[src/rtl/video_mode_ctrl.sv]
// Runtime timing-mode controller: validates a requested video timing, applies it on a
// frame boundary with a generator restart, then holds the output blanked for a few frames.
module video_mode_ctrl #(
    parameter logic [10:0] DEF_COL_TOTAL  = 11'd90,
    parameter logic [10:0] DEF_COL_ACTIVE = 11'd80,
    parameter logic [10:0] DEF_ROW_TOTAL  = 11'd70,
    parameter logic [10:0] DEF_ROW_ACTIVE = 11'd60,
    parameter logic [3:0]  BLANK_FRAMES   = 4'd2
) (
    input  logic        clk_i,
    input  logic        rst_ni,
    input  logic        req_valid_i,
    output logic        req_ready_o,
    input  logic [10:0] req_col_total_i,
    input  logic [10:0] req_col_active_i,
    input  logic [10:0] req_row_total_i,
    input  logic [10:0] req_row_active_i,
    input  logic        frame_end_i,
    output logic [10:0] cfg_col_total_o,
    output logic [10:0] cfg_col_active_o,
    output logic [10:0] cfg_row_total_o,
    output logic [10:0] cfg_row_active_o,
    output logic        gen_restart_o,
    output logic        blank_o,
    output logic        busy_o,
    output logic        err_o
);

    typedef enum logic [1:0] {RUN, WAIT_EOF, APPLY, BLANK} state_t;

    localparam state_t     RESET_STATE = (BLANK_FRAMES == 4'd0) ? RUN : BLANK;
    localparam logic [3:0] LAST_BLANK  = BLANK_FRAMES - 4'd1;

    state_t      state, next_state;
    logic [3:0]  blank_cnt, next_blank_cnt;
    logic [10:0] sh_col_total, sh_col_active, sh_row_total, sh_row_active;
    logic        accept, req_ok;

    assign accept = req_valid_i && req_ready_o;
    assign req_ok = (req_col_active_i != 11'd0) && (req_col_active_i < req_col_total_i) &&
                    (req_row_active_i != 11'd0) && (req_row_active_i < req_row_total_i) &&
                    (req_col_total_i >= 11'd2)  && (req_row_total_i >= 11'd2);

    // NOTE: every signal assigned here gets a default first, so no path leaves it unassigned and no latch is inferred.
    always_comb begin
        next_state     = state;
        next_blank_cnt = blank_cnt;
        case (state)
            RUN:      if (accept && req_ok) next_state = WAIT_EOF;
            WAIT_EOF: if (frame_end_i) next_state = APPLY;
            APPLY: begin
                next_state     = (BLANK_FRAMES == 4'd0) ? RUN : BLANK;
                next_blank_cnt = 4'd0;
            end
            BLANK: begin
                if (frame_end_i) begin
                    if (blank_cnt == LAST_BLANK) begin
                        next_state     = RUN;
                        next_blank_cnt = 4'd0;
                    end else begin
                        next_blank_cnt = blank_cnt + 4'd1;
                    end
                end
            end
            default:  next_state = RESET_STATE;
        endcase
    end

    // Outputs are decoded from next_state into flops so they change in lockstep with state.
    // NOTE: sequential state uses non-blocking assignments so all flops update from pre-edge values.
    always_ff @(posedge clk_i or negedge rst_ni) begin
        if (!rst_ni) begin
            state         <= RESET_STATE;
            blank_cnt     <= 4'd0;
            req_ready_o   <= (RESET_STATE == RUN);
            busy_o        <= (RESET_STATE != RUN);
            blank_o       <= (RESET_STATE != RUN);
            gen_restart_o <= 1'b0;
            err_o         <= 1'b0;
        end else begin
            state         <= next_state;
            blank_cnt     <= next_blank_cnt;
            req_ready_o   <= (next_state == RUN);
            busy_o        <= (next_state != RUN);
            blank_o       <= (next_state == APPLY) || (next_state == BLANK);
            gen_restart_o <= (next_state == APPLY);
            err_o         <= accept && !req_ok;
        end
    end

    // NOTE: the shadow is reset too, so a request pending at reset can never reach cfg_*.
    always_ff @(posedge clk_i or negedge rst_ni) begin
        if (!rst_ni) begin
            sh_col_total  <= DEF_COL_TOTAL;
            sh_col_active <= DEF_COL_ACTIVE;
            sh_row_total  <= DEF_ROW_TOTAL;
            sh_row_active <= DEF_ROW_ACTIVE;
        end else if (accept) begin
            sh_col_total  <= req_col_total_i;
            sh_col_active <= req_col_active_i;
            sh_row_total  <= req_row_total_i;
            sh_row_active <= req_row_active_i;
        end
    end

    always_ff @(posedge clk_i or negedge rst_ni) begin
        if (!rst_ni) begin
            cfg_col_total_o  <= DEF_COL_TOTAL;
            cfg_col_active_o <= DEF_COL_ACTIVE;
            cfg_row_total_o  <= DEF_ROW_TOTAL;
            cfg_row_active_o <= DEF_ROW_ACTIVE;
        end else if (state == APPLY) begin
            cfg_col_total_o  <= sh_col_total;
            cfg_col_active_o <= sh_col_active;
            cfg_row_total_o  <= sh_row_total;
            cfg_row_active_o <= sh_row_active;
        end
    end

endmodule

[config.mk]
export PLATFORM = sky130hd
export DESIGN_NAME = video_mode_ctrl
export DESIGN_NICKNAME = d
export VERILOG_FILES = /design/src/rtl/video_mode_ctrl.sv
export SDC_FILE = /design/constraint.sdc
export NUM_CORES = 1
export LEC_CHECK = 0
export BUFFER_PORTS_ARGS = -buffer_cell sky130_fd_sc_hd__buf_2
export CAP_MARGIN = 15
export CORE_AREA = 2 2 93 95
export CTS_BUF_LIST = sky130_fd_sc_hd__clkbuf_16
export DETAILED_ROUTE_END_ITERATION = 10
export DIE_AREA = 0 0 95 97
export GPL_TIMING_DRIVEN = 0
export HOLD_SLACK_MARGIN = 0.02
export PLACE_DENSITY = 0.78
export SYNTH_ARGS = -nofsm -noshare
export SYNTH_HDL_FRONTEND = slang
export SYNTH_SLANG_ARGS = --single-unit
[constraint.sdc]
create_clock -name clk_i -period 2 [get_ports clk_i]
set_input_delay 0.2 -clock clk_i [delete_from_list [all_inputs] [get_ports clk_i]]
set_output_delay 0.2 -clock clk_i [all_outputs]
set_load 0.01 [all_outputs]
==> results of run 1 <==
cell type report:
type | instances | area, um^2
multi-input combinational | 205 | 1670
timing repair buffer | 98 | 520
clock buffer | 9 | 225
inverter | 25 | 93.8
clock inverter | 7 | 45.0
sequential | 99 | 2510
fill | 621 | 2880
buffer | 12 | 51.3
tap | 105 | 131
placed cells by master (no fill, tap or decap), types with 5 or more instances in the layout:
master     synthesis  layout
inv_1             25      26
nand4_1            6       6
o21ai_0           21      21
dfrtp_1           69      69
clkbuf_16          0       9
mux2_2            68      68
buf_2              5     100
clkbuf_1           7       7
nand3_1            7       7
a21oi_1            9       9
dfstp_2           30      30
nand2_1           33      33
nor4_1             7       7
ha_1              22      22
nor3_1             5       5
repair_timing:
action,CTS,global route
hold endpoints to repair,20,0
setup buffers,0,0
setup endpoints to repair,0,0
hold buffers,1,0
per-layer routing:
metal / vias up / GRT usage [%] / share of wire (%)
met3: 35 / 4.21 / 3.5
met5: - / 0 / 0
li1: 1429 / - / -
met1: 1486 / 27.1 / 42
met2: 89 / 36.6 / 51
met4: 0 / 11.9 / 3.9
worst paths after layout:
check | to | slack [ns] | cells after the start
worst min register to register | sh_col_total[10]$_DFFE_PN0P_ | 0.48 | 2
min in group asynchronous | sh_col_active[3]$_DFFE_PN0P_ | 0.36 | 2
max in group asynchronous | cfg_col_total_o[1]$_DFFE_PN1P_ | 0.93 | 3
worst max-delay path | cfg_row_active_o[8]$_DFFE_PN0P_ | 0.19 | 4
worst max register to register | cfg_row_active_o[8]$_DFFE_PN0P_ | 0.19 | 4
worst min-delay path | sh_row_total[0]$_DFFE_PN0P_ | 0.11 | 2
registers in the layout, indices dropped and copies added (netlist names):
name / flops
gen_restart_o: 1
cfg_col_total_o: 11
blank_o: 1
state: 2
cfg_row_active_o: 11
sh_col_total: 11
blank_cnt: 4
sh_col_active: 11
cfg_row_total_o: 11
sh_row_total: 11
err_o: 1
busy_o: 1
cfg_col_active_o: 11
sh_row_active: 11
req_ready_o: 1
kinds of logic (layout without fill, tap and decap cells):
kind of cell / Yosys count / count (layout) / share of synthesized area (%)
buffers and inverters: 37 / 151 / 3.35
AO/OA/AOI/OAI: 44 / 44 / 6.21
adder cells (fa/ha/maj): 22 / 22 / 6.36
AND/OR/NAND/NOR: 70 / 70 / 8.06
flip-flops: 99 / 99 / 58.1
multiplexers: 69 / 69 / 17.9
report_power, final:
group	switching (mW)	internal, mW	total (mW)
Sequential	0.453	3.11	3.56
Combinational	1.22	1.30	2.51
Clock	0.724	0.838	1.56
critical path, stage by stage, from the launching register on:
cell	delay [ns]
dfstp_2	0.52
clkbuf_1	0.28
nand2_1	0.30
buf_2	0.31
mux2_2	0.30
through the flow:
stage	utilization (%)	cell area [um^2]	hold WS, ns	instances	setup WS [ns]
2_1_floorplan	-	4330	-0.0956	341	0.235
3_3_place_gp	60.7	4940	0.450	542	-0.136
3_5_place_dp	61.1	4970	0.179	543	-0.0937
4_1_cts	64.6	5250	0.106	560	0.175
5_1_grt	64.6	5250	0.118	560	0.0711
6_report	64.6	5250	0.112	560	0.186
==> summary.txt, run 1 <==
CP Class: flop to flop
final wirelength: 9290 um
Final Hold Fails: 0
Worst Tran Pin Value: 0.783 ns
post-synthesis average cell area: 12.7 um^2
max-cap violations: 0
worst endpoint required time: 2.22 ns
r2r startpoint: state[1]$_DFF_PN1_
H-tree depth: 3
CTS sink cnt: 99
Lkg Pwr: 2.62 nW
detailed-route vias per instance: 5.43
Rows: 33
Seq/Total Area, Yosys: 58.1%
Max FO, Critical Path: 10
predominant post-synthesis flop cell: dfrtp_1
mapped cell area: 0.00433 mm^2
minimum clock period: 1.81 ns
Pre-antenna DRT Iters: 4
crit end category: flop
core area: 0.00813 mm^2
WP data arrival: 2.04 ns
Total GRT Usage: 22.1%
total negative slack: 0 ns
RSZ-0062 raised after global routing: no
ANT cells: 0
Post-synth EDFFs: 0
most frequent cell after synthesis: dfrtp_1
Synth top area share: 39.9%
Async SR Flop Fraction: 100%
area leader, netlist: dfrtp_1
Via Count: 3039
Setup-failing EPs final: 0
Final Cycle Share: 90.7%
synthesis-stage register bit count: 99
DRC violations left: 0
initial DRC count: 92
IO buf count: 96
full die area: 0.00922 mm^2
max_slew headroom: 46.5%
Syn Inst Count: 341
Critical Path Start: state[1]$_DFF_PN1_
largest net degree at the start of global routing: 67
outcome: completed
vias in the first global route: 3277
total CTS buffers: 9
CTS tree: yes
Clock transition at path regs: 0.07 ns
IO Pins: 97
YS warnings: 0
fin nets: 520
post-detail-place hpwl: 7050 um
hold path start: req_row_total_i[0]
Die H: 97 um
Max Slew Vio Count: 0
Mapped Nets: 411
die width: 95 um
grt total ovfl: 0
startpoint type of the worst setup path: flop
clk_lat worst skew: 0.34 ns
synth cell count leaders: dfrtp_1 (69), mux2_2 (68), nand2_1 (33)
synth top area cells: dfrtp_1 (40%), dfstp_2 (18%), mux2_2 (18%)
RD Place Congestion: 0.872
synthesis-to-layout area growth: 21.3%
CTS Root Cell: clkbuf_16
VDD IR max: 0.529 mV
Hold WC Path Type: input pin to flop
ANT nets after route: 0
Clock Tree Buf Depth: 2
WL/cell: 16.6 um
Pwr Density: 1450 mW/mm^2
initial antenna violation count: 0
Yosys cell types: 32
CTS resizes: 0
layout cell share with drive strength beyond 1: 47.9%
clock skew: 0.00641 ns
total power: 7.63 mW
Starting Density: 53.2%
first-pass GRT wire length: 15700 um
Fmax: 551 MHz
Power figures use the tool's default switching activity.
==> inputs of run 2 (changes only) <==
==> config.mk (replaced) <==
export PLATFORM = sky130hd
export DESIGN_NAME = video_mode_ctrl
export DESIGN_NICKNAME = d
export VERILOG_FILES = /design/src/rtl/video_mode_ctrl.sv
export SDC_FILE = /design/constraint.sdc
export NUM_CORES = 1
export LEC_CHECK = 0
export ABC_AREA = 1
export BUFFER_PORTS_ARGS = -buffer_cell sky130_fd_sc_hd__buf_2
export CAP_MARGIN = 15
export CORE_AREA = 2 2 99 101
export CTS_BUF_LIST = sky130_fd_sc_hd__clkbuf_16
export DETAILED_ROUTE_END_ITERATION = 10
export DIE_AREA = 0 0 101 103
export GPL_TIMING_DRIVEN = 0
export HOLD_SLACK_MARGIN = 0.02
export PLACE_DENSITY = 0.75
export SYNTH_ARGS = -nofsm -noshare
export SYNTH_HDL_FRONTEND = slang
export SYNTH_SLANG_ARGS = --single-unit
==> constraint.sdc (replaced) <==
create_clock -name clk_i -period 1.5 [get_ports clk_i]
set_input_delay 0.15 -clock clk_i [delete_from_list [all_inputs] [get_ports clk_i]]
set_output_delay 0.15 -clock clk_i [all_outputs]
set_load 0.01 [all_outputs]
==> run 2 against run 1 <==
  * Sequential cell count did not move
  * Critical path depth rose by 3
  * First-iteration DRC count rose by 68%
  * Via count rose by 24%
  * Non-clock buffer count rose by 6
  * Final area rose by 4.1%
  * Critical path type unchanged
  * Critical endpoint is now req_ready_o$_DFF_PN0_
==> summary.txt, run 2 <==
ANT cells: 0 (unchanged)
minimum clock period: 1.39 ns (was 1.81 ns)
vias in the first global route: 3797 (was 3277)
main combinational cell family by area after synthesis: simple AND/OR/NAND/NOR gates (was multiplexers)
VDD IR max: 0.677 mV (was 0.529 mV)
die width: 101 um (was 95 um)
outcome: completed (unchanged)
Fmax: 717 MHz (was 551 MHz)
detailed-route vias per instance: 4.97 (was 5.43)
fin nets: 711 (was 520)
WL/cell: 14.4 um (was 16.6 um)
RSZ-0062 raised after global routing: no (unchanged)
sequential group share of total power: 47.3% (was 46.6%)
Starting Density: 47.7% (was 53.2%)
Worst Tran Pin Value: 0.593 ns (was 0.783 ns)
Reg2Reg Depth: 7 (was 4)
largest net degree at the start of global routing: 56 (was 67)
most frequent cell after synthesis: nand2_1 (was dfrtp_1)
most common cell after layout, fill and taps aside: nand2_1 (was buf_2)
Final Core Density: 57.8% (was 64.6%)
layout cell share with drive strength beyond 1: 24.6% (was 47.9%)
combinational share of power: 31.4% (was 32.9%)
Final Hold Fails: 0 (unchanged)
Die H: 103 um (was 97 um)
RD Place Congestion: 0.891 (was 0.872)
Hold Path Cell Cnt: 3 (was 2)
Setup-failing EPs final: 0 (unchanged)
Post-synth EDFFs: 0 (unchanged)
full die area: 0.0104 mm^2 (was 0.00922 mm^2)
leading cell types in the layout, fill and taps excluded: nand2_1 (183), buf_2 (100), inv_1 (71) (was buf_2 (100), dfrtp_1 (69), mux2_2 (68))
Lkg Pwr: 3.06 nW (was 2.62 nW)
IO Pins: 97 (unchanged)
total negative slack: 0 ns (unchanged)
DRC violations left: 0 (unchanged)
post-detail-place hpwl: 8140 um (was 7050 um)
Synth Area in Simple Gates: 21.4% (was 8.06%)
startpoint type of the worst setup path: flop (unchanged)
area leader, netlist: dfrtp_1 (unchanged)
WP data arrival: 1.62 ns (was 2.04 ns)
NetSw: 3.41 mW (was 2.39 mW)
Async SR Flop Fraction: 100% (unchanged)
initial antenna violation count: 0 (unchanged)
Fillers: 868 (was 621)
XOR/XNOR Fraction of Synth Area: 0.194% (was 0%)
first-pass GRT wire length: 18200 um (was 15700 um)
Mapped Nets: 602 (was 411)
Clock Tree Buf Depth: 2 (unchanged)
total CTS buffers: 9 (unchanged)
Final Cycle Share: 93.0% (was 90.7%)
Post-Synth Adder-Cell Area: 6.10% (was 6.36%)
H-tree depth: 3 (unchanged)
Pwr Density: 1790 mW/mm^2 (was 1450 mW/mm^2)
clk_lat worst skew: 0.35 ns (was 0.34 ns)
Yosys cell types: 25 (was 32)
Max FO, Critical Path: 10 (unchanged)
CTS tree: yes (unchanged)
mapped cell area: 0.00451 mm^2 (was 0.00433 mm^2)
max_slew headroom: 60.5% (was 46.5%)
crit end category: flop (unchanged)
Rows: 36 (was 33)
CTS sink cnt: 99 (unchanged)
compound-cell area share of the yosys netlist: 8.71% (was 6.21%)
worst endpoint required time: 1.72 ns (was 2.22 ns)
synth cell count leaders: nand2_1 (184), dfrtp_1 (69), inv_1 (69) (was dfrtp_1 (69), mux2_2 (68), nand2_1 (33))
Total GRT Usage: 22.7% (was 22.1%)
mux contribution to synthesized area: 0% (was 17.9%)
postcts setup bufs: 0 (unchanged)
predominant post-synthesis flop cell: dfrtp_1 (unchanged)
Switching Share: 35.0% (was 31.4%)
CTS Root Cell: clkbuf_16 (unchanged)
clock skew: 0.00846 ns (was 0.00641 ns)
synthesis-to-layout area growth: 21.1% (was 21.3%)
internal power: 6.35 mW (was 5.24 mW)
Synth top area share: 38.3% (was 39.9%)
Hold WC Path Type: input pin to flop (unchanged)
synthesis-stage register bit count: 99 (unchanged)
YS warnings: 0 (unchanged)
Max Slew Vio Count: 0 (unchanged)
ANT nets after route: 0 (unchanged)
Clock transition at path regs: 0.06 ns (was 0.07 ns)
Pre-antenna DRT Iters: 4 (unchanged)
synth top area cells: dfrtp_1 (38%), dfstp_2 (17%), nand2_1 (15%) (was dfrtp_1 (40%), dfstp_2 (18%), mux2_2 (18%))
Via Count: 3775 (was 3039)
Clock power frac: 21.3% (was 20.5%)
core area: 0.00946 mm^2 (was 0.00813 mm^2)
final wirelength: 10900 um (was 9290 um)
max-cap violations: 0 (unchanged)
IO buf count: 96 (unchanged)
Seq/Total Area, Yosys: 55.7% (was 58.1%)
Syn Inst Count: 532 (was 341)
CP Class: flop to flop (unchanged)
initial DRC count: 155 (was 92)
grt total ovfl: 0 (unchanged)
post-synthesis average cell area: 8.48 um^2 (was 12.7 um^2)
[run 2: what timing repair did]
action | CTS | global route
gates cloned | 0 | 0
resized for setup | 1 | 18
endpoints found under the setup margin | 1 | 59
hold buffers | 1 | 0
endpoints found under the hold margin | 31 | 0
[run 2: worst max-delay path: stages, from the launching register on]
cell	delay (ns)
dfstp_2	0.59
inv_1	0.10
nor2_4	0.13
buf_6	0.16
a211oi_2	0.04
inv_1	0.08
o21bai_4	0.14
nor2_4	0.04
[run 2: kinds of logic after synthesis]
group           count (synthesis)
compound gates                 73
xor+xnor                        1
fa+ha+maj                      22
buf+inv                        88
flops                          99
simple gates                  249
[run 2: metrics by stage]
stage / setup WS, ns / power, mW / std cells / cell area, um^2 / hold WS, ns
6_report: 0.105 / 9.76 / 760 / 5460 / 0.0682
3_3_place_gp: -0.624 / 7.45 / 742 / 5130 / 0.392
3_5_place_dp: -0.167 / 7.63 / 743 / 5160 / 0.190
5_1_grt: 0.0229 / 10.5 / 760 / 5460 / 0.0802
4_1_cts: 0.00647 / 9.76 / 760 / 5440 / 0.0519
2_1_floorplan: 0.172 / 6.41 / 532 / 4510 / -0.146
[run 2: area by class of cell]
cell class | instances | area, um^2 | area share, %
sequential | 99 | 2510 | 46.0
buffer | 18 | 101 | 1.85
tap | 114 | 143 | 2.61
timing repair buffer | 98 | 520 | 9.53
inverter | 70 | 265 | 4.85
clock inverter | 7 | 38.8 | 0.710
clock buffer | 9 | 225 | 4.12
multi-input combinational | 345 | 1660 | 30.3
[run 2: power by group through the flow]
stage / registers (mW) / clock network [mW] / logic, mW
2_1_floorplan: 4.81 / 0 / 1.60
4_1_cts: 4.61 / 2.10 / 3.05
3_5_place_dp: 4.64 / 0 / 2.99
3_3_place_gp: 4.60 / 0 / 2.85
5_1_grt: 4.76 / 2.21 / 3.52
6_report: 4.62 / 2.08 / 3.06
[run 2: final timing paths]
check | to | from | slack [ns]
max reg2reg | req_ready_o$_DFF_PN0_ | state[1]$_DFF_PN1_ | 0.11
max in group asynchronous | cfg_col_total_o[1]$_DFFE_PN1P_ | rst_ni | 0.43
max | req_ready_o$_DFF_PN0_ | state[1]$_DFF_PN1_ | 0.11
min | err_o$_DFF_PN0_ | req_valid_i | 0.07
min reg2reg | cfg_row_total_o[6]$_DFFE_PN1P_ | cfg_row_total_o[6]$_DFFE_PN1P_ | 0.46
min in group asynchronous | sh_row_total[3]$_DFFE_PN0P_ | rst_ni | 0.36
[run 2: routing by layer]
layer / global-route usage [%] / vias up / routed length, um
met1: 29.6 / 1785 / 4720
met3: 4.34 / 26 / 453
met5: 0 / - / 0
met2: 36.7 / 96 / 5380
li1: - / 1868 / -
met4: 11.5 / 0 / 388
==> inputs of run 3 (changes only) <==
--- a/config.mk
+++ b/config.mk
@@ -8,13 +8,12 @@
 export ABC_AREA = 1
 export BUFFER_PORTS_ARGS = -buffer_cell sky130_fd_sc_hd__buf_2
 export CAP_MARGIN = 15
-export CORE_AREA = 2 2 99 101
+export CORE_AREA = 2 2 95 97
 export CTS_BUF_LIST = sky130_fd_sc_hd__clkbuf_16
 export DETAILED_ROUTE_END_ITERATION = 10
-export DIE_AREA = 0 0 101 103
-export GPL_TIMING_DRIVEN = 0
+export DIE_AREA = 0 0 97 99
 export HOLD_SLACK_MARGIN = 0.02
-export PLACE_DENSITY = 0.75
+export PLACE_DENSITY = 0.78
 export SYNTH_ARGS = -nofsm -noshare
 export SYNTH_HDL_FRONTEND = slang
 export SYNTH_SLANG_ARGS = --single-unit
==> constraint.sdc (replaced) <==
create_clock -name clk_i -period 1.6 [get_ports clk_i]
set_input_delay 0.16 -clock clk_i [delete_from_list [all_inputs] [get_ports clk_i]]
set_output_delay 0.16 -clock clk_i [all_outputs]
set_load 0.01 [all_outputs]
==> run 3 against run 2 <==
  * Sequential share of layout area decreased by 0.23 points
  * Sequential power decreased by 6.7%
  * Via count fell by 1.7%
  * Maximum frequency decreased by 7.6%
  * Clock skew about the same
  * Die area is 7.7% lower
  * Setup slack lost 0.014 ns
  * Final cell count decreased by 1.6%
  * Critical path depth shrank 2
  * First-iteration DRC count down 0.65%
==> summary.txt, run 3 (synthesis gave the netlist of run 2 again) <==
core area: 0.00855 mm^2 (was 0.00946 mm^2)
postcts setup bufs: 0 (unchanged)
clk_lat worst skew: 0.33 ns (was 0.35 ns)
CTS resizes: 0 (was 1)
Reg2Reg Depth: 5 (was 7)
initial DRC count: 154 (was 155)
crit-path most repeated cell: nand2_1
Max Slew Vio Count: 0 (unchanged)
minimum clock period: 1.51 ns (was 1.39 ns)
clock skew: 0.00836 ns (was 0.00846 ns)
RD Place Congestion: 0.852 (was 0.891)
total power: 9.21 mW (was 9.76 mW)
final worst slack: 0.0907 ns (was 0.105 ns)
combinational share of power: 30.2% (was 31.4%)
sequential group share of total power: 46.8% (was 47.3%)
Final Core Density: 64.2% (was 57.8%)
Clock Tree Buf Depth: 2 (unchanged)
Fillers: 735 (was 868)
Die H: 99 um (was 103 um)
Worst path slowest cell: dfstp_2 (unchanged)
NetSw: 3.11 mW (was 3.41 mW)
total negative slack: 0 ns (unchanged)
full die area: 0.00960 mm^2 (was 0.0104 mm^2)
Pwr Density: 1680 mW/mm^2 (was 1790 mW/mm^2)
CTS tree: yes (unchanged)
outcome: completed (unchanged)
final wirelength: 9980 um (was 10900 um)
Fmax: 663 MHz (was 717 MHz)
vias in the first global route: 3732 (was 3797)
placed cell count: 731 (was 743)
dpl ws: 0.00107 ns (was -0.167 ns)
Total GRT Usage: 22.2% (was 22.7%)
synthesis-to-layout area growth: 21.7% (was 21.1%)
Clock power frac: 23.1% (was 21.3%)
leading cell types in the layout, fill and taps excluded: nand2_1 (183), buf_2 (95), inv_1 (70) (was nand2_1 (183), buf_2 (100), inv_1 (71))
ANT cells: 0 (unchanged)
WL/cell: 13.3 um (was 14.4 um)
CTS sink cnt: 99 (unchanged)
post-detail-place hpwl: 7350 um (was 8140 um)
fin nets: 705 (was 711)
reg2reg setup slack: 0.09 ns (was 0.11 ns)
IO buf count: 96 (unchanged)
IO Pins: 97 (unchanged)
total CTS buffers: 9 (unchanged)
RSZ-0062 raised after global routing: no (unchanged)
internal power: 6.11 mW (was 6.35 mW)
hold_buf cts: 1 (unchanged)
CTS Root Cell: clkbuf_16 (unchanged)
WP data arrival: 1.79 ns (was 1.62 ns)
detailed-route vias per instance: 4.96 (was 4.97)
Pre-antenna DRT Iters: 4 (unchanged)
most common cell after layout, fill and taps aside: nand2_1 (unchanged)
crit-path cells: inv_1 > nor2_2 > buf_4 > nand2_1 > nand2_1 (was inv_1 > nor2_4 > buf_6 > a211oi_2 > inv_1 > o21bai_4 > nor2_4)
grt total ovfl: 0 (unchanged)
DRC violations left: 0 (unchanged)
CP Class: flop to flop (unchanged)
Final Hold Fails: 0 (unchanged)
VDD IR max: 0.944 mV (was 0.677 mV)
Hold Path Cell Cnt: 3 (unchanged)
worst endpoint required time: 1.88 ns (was 1.72 ns)
Setup-failing EPs final: 0 (unchanged)
Switching Share: 33.7% (was 35.0%)
Clock transition at path regs: 0.07 ns (was 0.06 ns)
startpoint type of the worst setup path: flop (unchanged)
max_slew headroom: 66.9% (was 60.5%)
Final Cycle Share: 94.3% (was 93.0%)
die width: 97 um (was 101 um)
crit end category: flop (unchanged)
Worst Tran Pin Value: 0.496 ns (was 0.593 ns)
Finished Layout Cells: 748 (was 760)
layout cell share with drive strength beyond 1: 25.0% (was 24.6%)
max-cap violations: 0 (unchanged)
initial antenna violation count: 0 (unchanged)
Max FO, Critical Path: 27 (was 10)
H-tree depth: 3 (unchanged)
Lkg Pwr: 3.09 nW (was 3.06 nW)
largest net degree at the start of global routing: 100 (was 56)
Hold WC Path Type: input pin to flop (unchanged)
Starting Density: 52.8% (was 47.7%)
Via Count: 3710 (was 3775)
first-pass GRT wire length: 17300 um (was 18200 um)
Rows: 34 (was 36)
ANT nets after route: 0 (unchanged)
CP max stage delay: 0.59 ns (about the same)
run 3: cell count changes in the layout (fill, tap and decap cells not counted), sizes merged:
cell,before,now
buf,107,109
bufinv,0,1
clkinvlp,3,2
clkbuf,17,9
run 3: per-stage QoR:
step / area (um^2) / hold WS [ns]
floorplan: 4510 / -0.136
global placement: 5190 / 0.247
detailed placement: 5190 / 0.258
CTS: 5490 / 0.0807
global route: 5490 / 0.0856
finish: 5490 / 0.0841
run 3: cell type report:
class                      count  area, um^2  area share (%)
multi-input combinational    345        1650            30.0
sequential                    99        2510            45.8
clock buffer                   9         225            4.10
tap                          108         135            2.46
inverter                      70         263            4.78
timing repair buffer         110         641            11.7
clock inverter                 7        67.6            1.23
run 3: worst max-delay path, delay by kind of cell (launching register included):
family | cells | cell delay, ns
buffers and inverters | 2 | 0.41
AND/OR/NAND/NOR | 3 | 0.43
flip-flops | 1 | 0.59
run 3: metal layers:
| layer | vias to the layer above | global-route usage (%) | share of wire [%] |
|---|---|---|---|
| met5 | - | 0 | 0 |
| met4 | 0 | 7.37 | 1.2 |
| met3 | 10 | 3.76 | 4.9 |
| met2 | 103 | 37.5 | 49 |
| met1 | 1750 | 29.5 | 44 |
| li1 | 1847 | - | - |
run 3: final timing paths:
check / to / startpoint
setup reg to reg: cfg_row_active_o[0]$_DFFE_PN0P_ / state[1]$_DFF_PN1_
hold / removal: sh_row_total[6]$_DFFE_PN1P_ / req_row_total_i[6]
hold reg to reg: cfg_row_active_o[4]$_DFFE_PN1P_ / cfg_row_active_o[4]$_DFFE_PN1P_
max in group asynchronous: cfg_col_total_o[6]$_DFFE_PN1P_ / rst_ni
setup / recovery: cfg_row_active_o[0]$_DFFE_PN0P_ / state[1]$_DFF_PN1_
min in group asynchronous: cfg_row_active_o[7]$_DFFE_PN0P_ / rst_ni
run 3: power groups by stage:
stage          combinational (mW)  sequential (mW)  clock (mW)
2_1_floorplan                1.50             4.51           0
3_3_place_gp                 2.68             4.29           0
3_5_place_dp                 2.80             4.33           0
4_1_cts                      2.82             4.31        2.16
5_1_grt                      3.20             4.45        2.28
6_report                     2.78             4.31        2.12
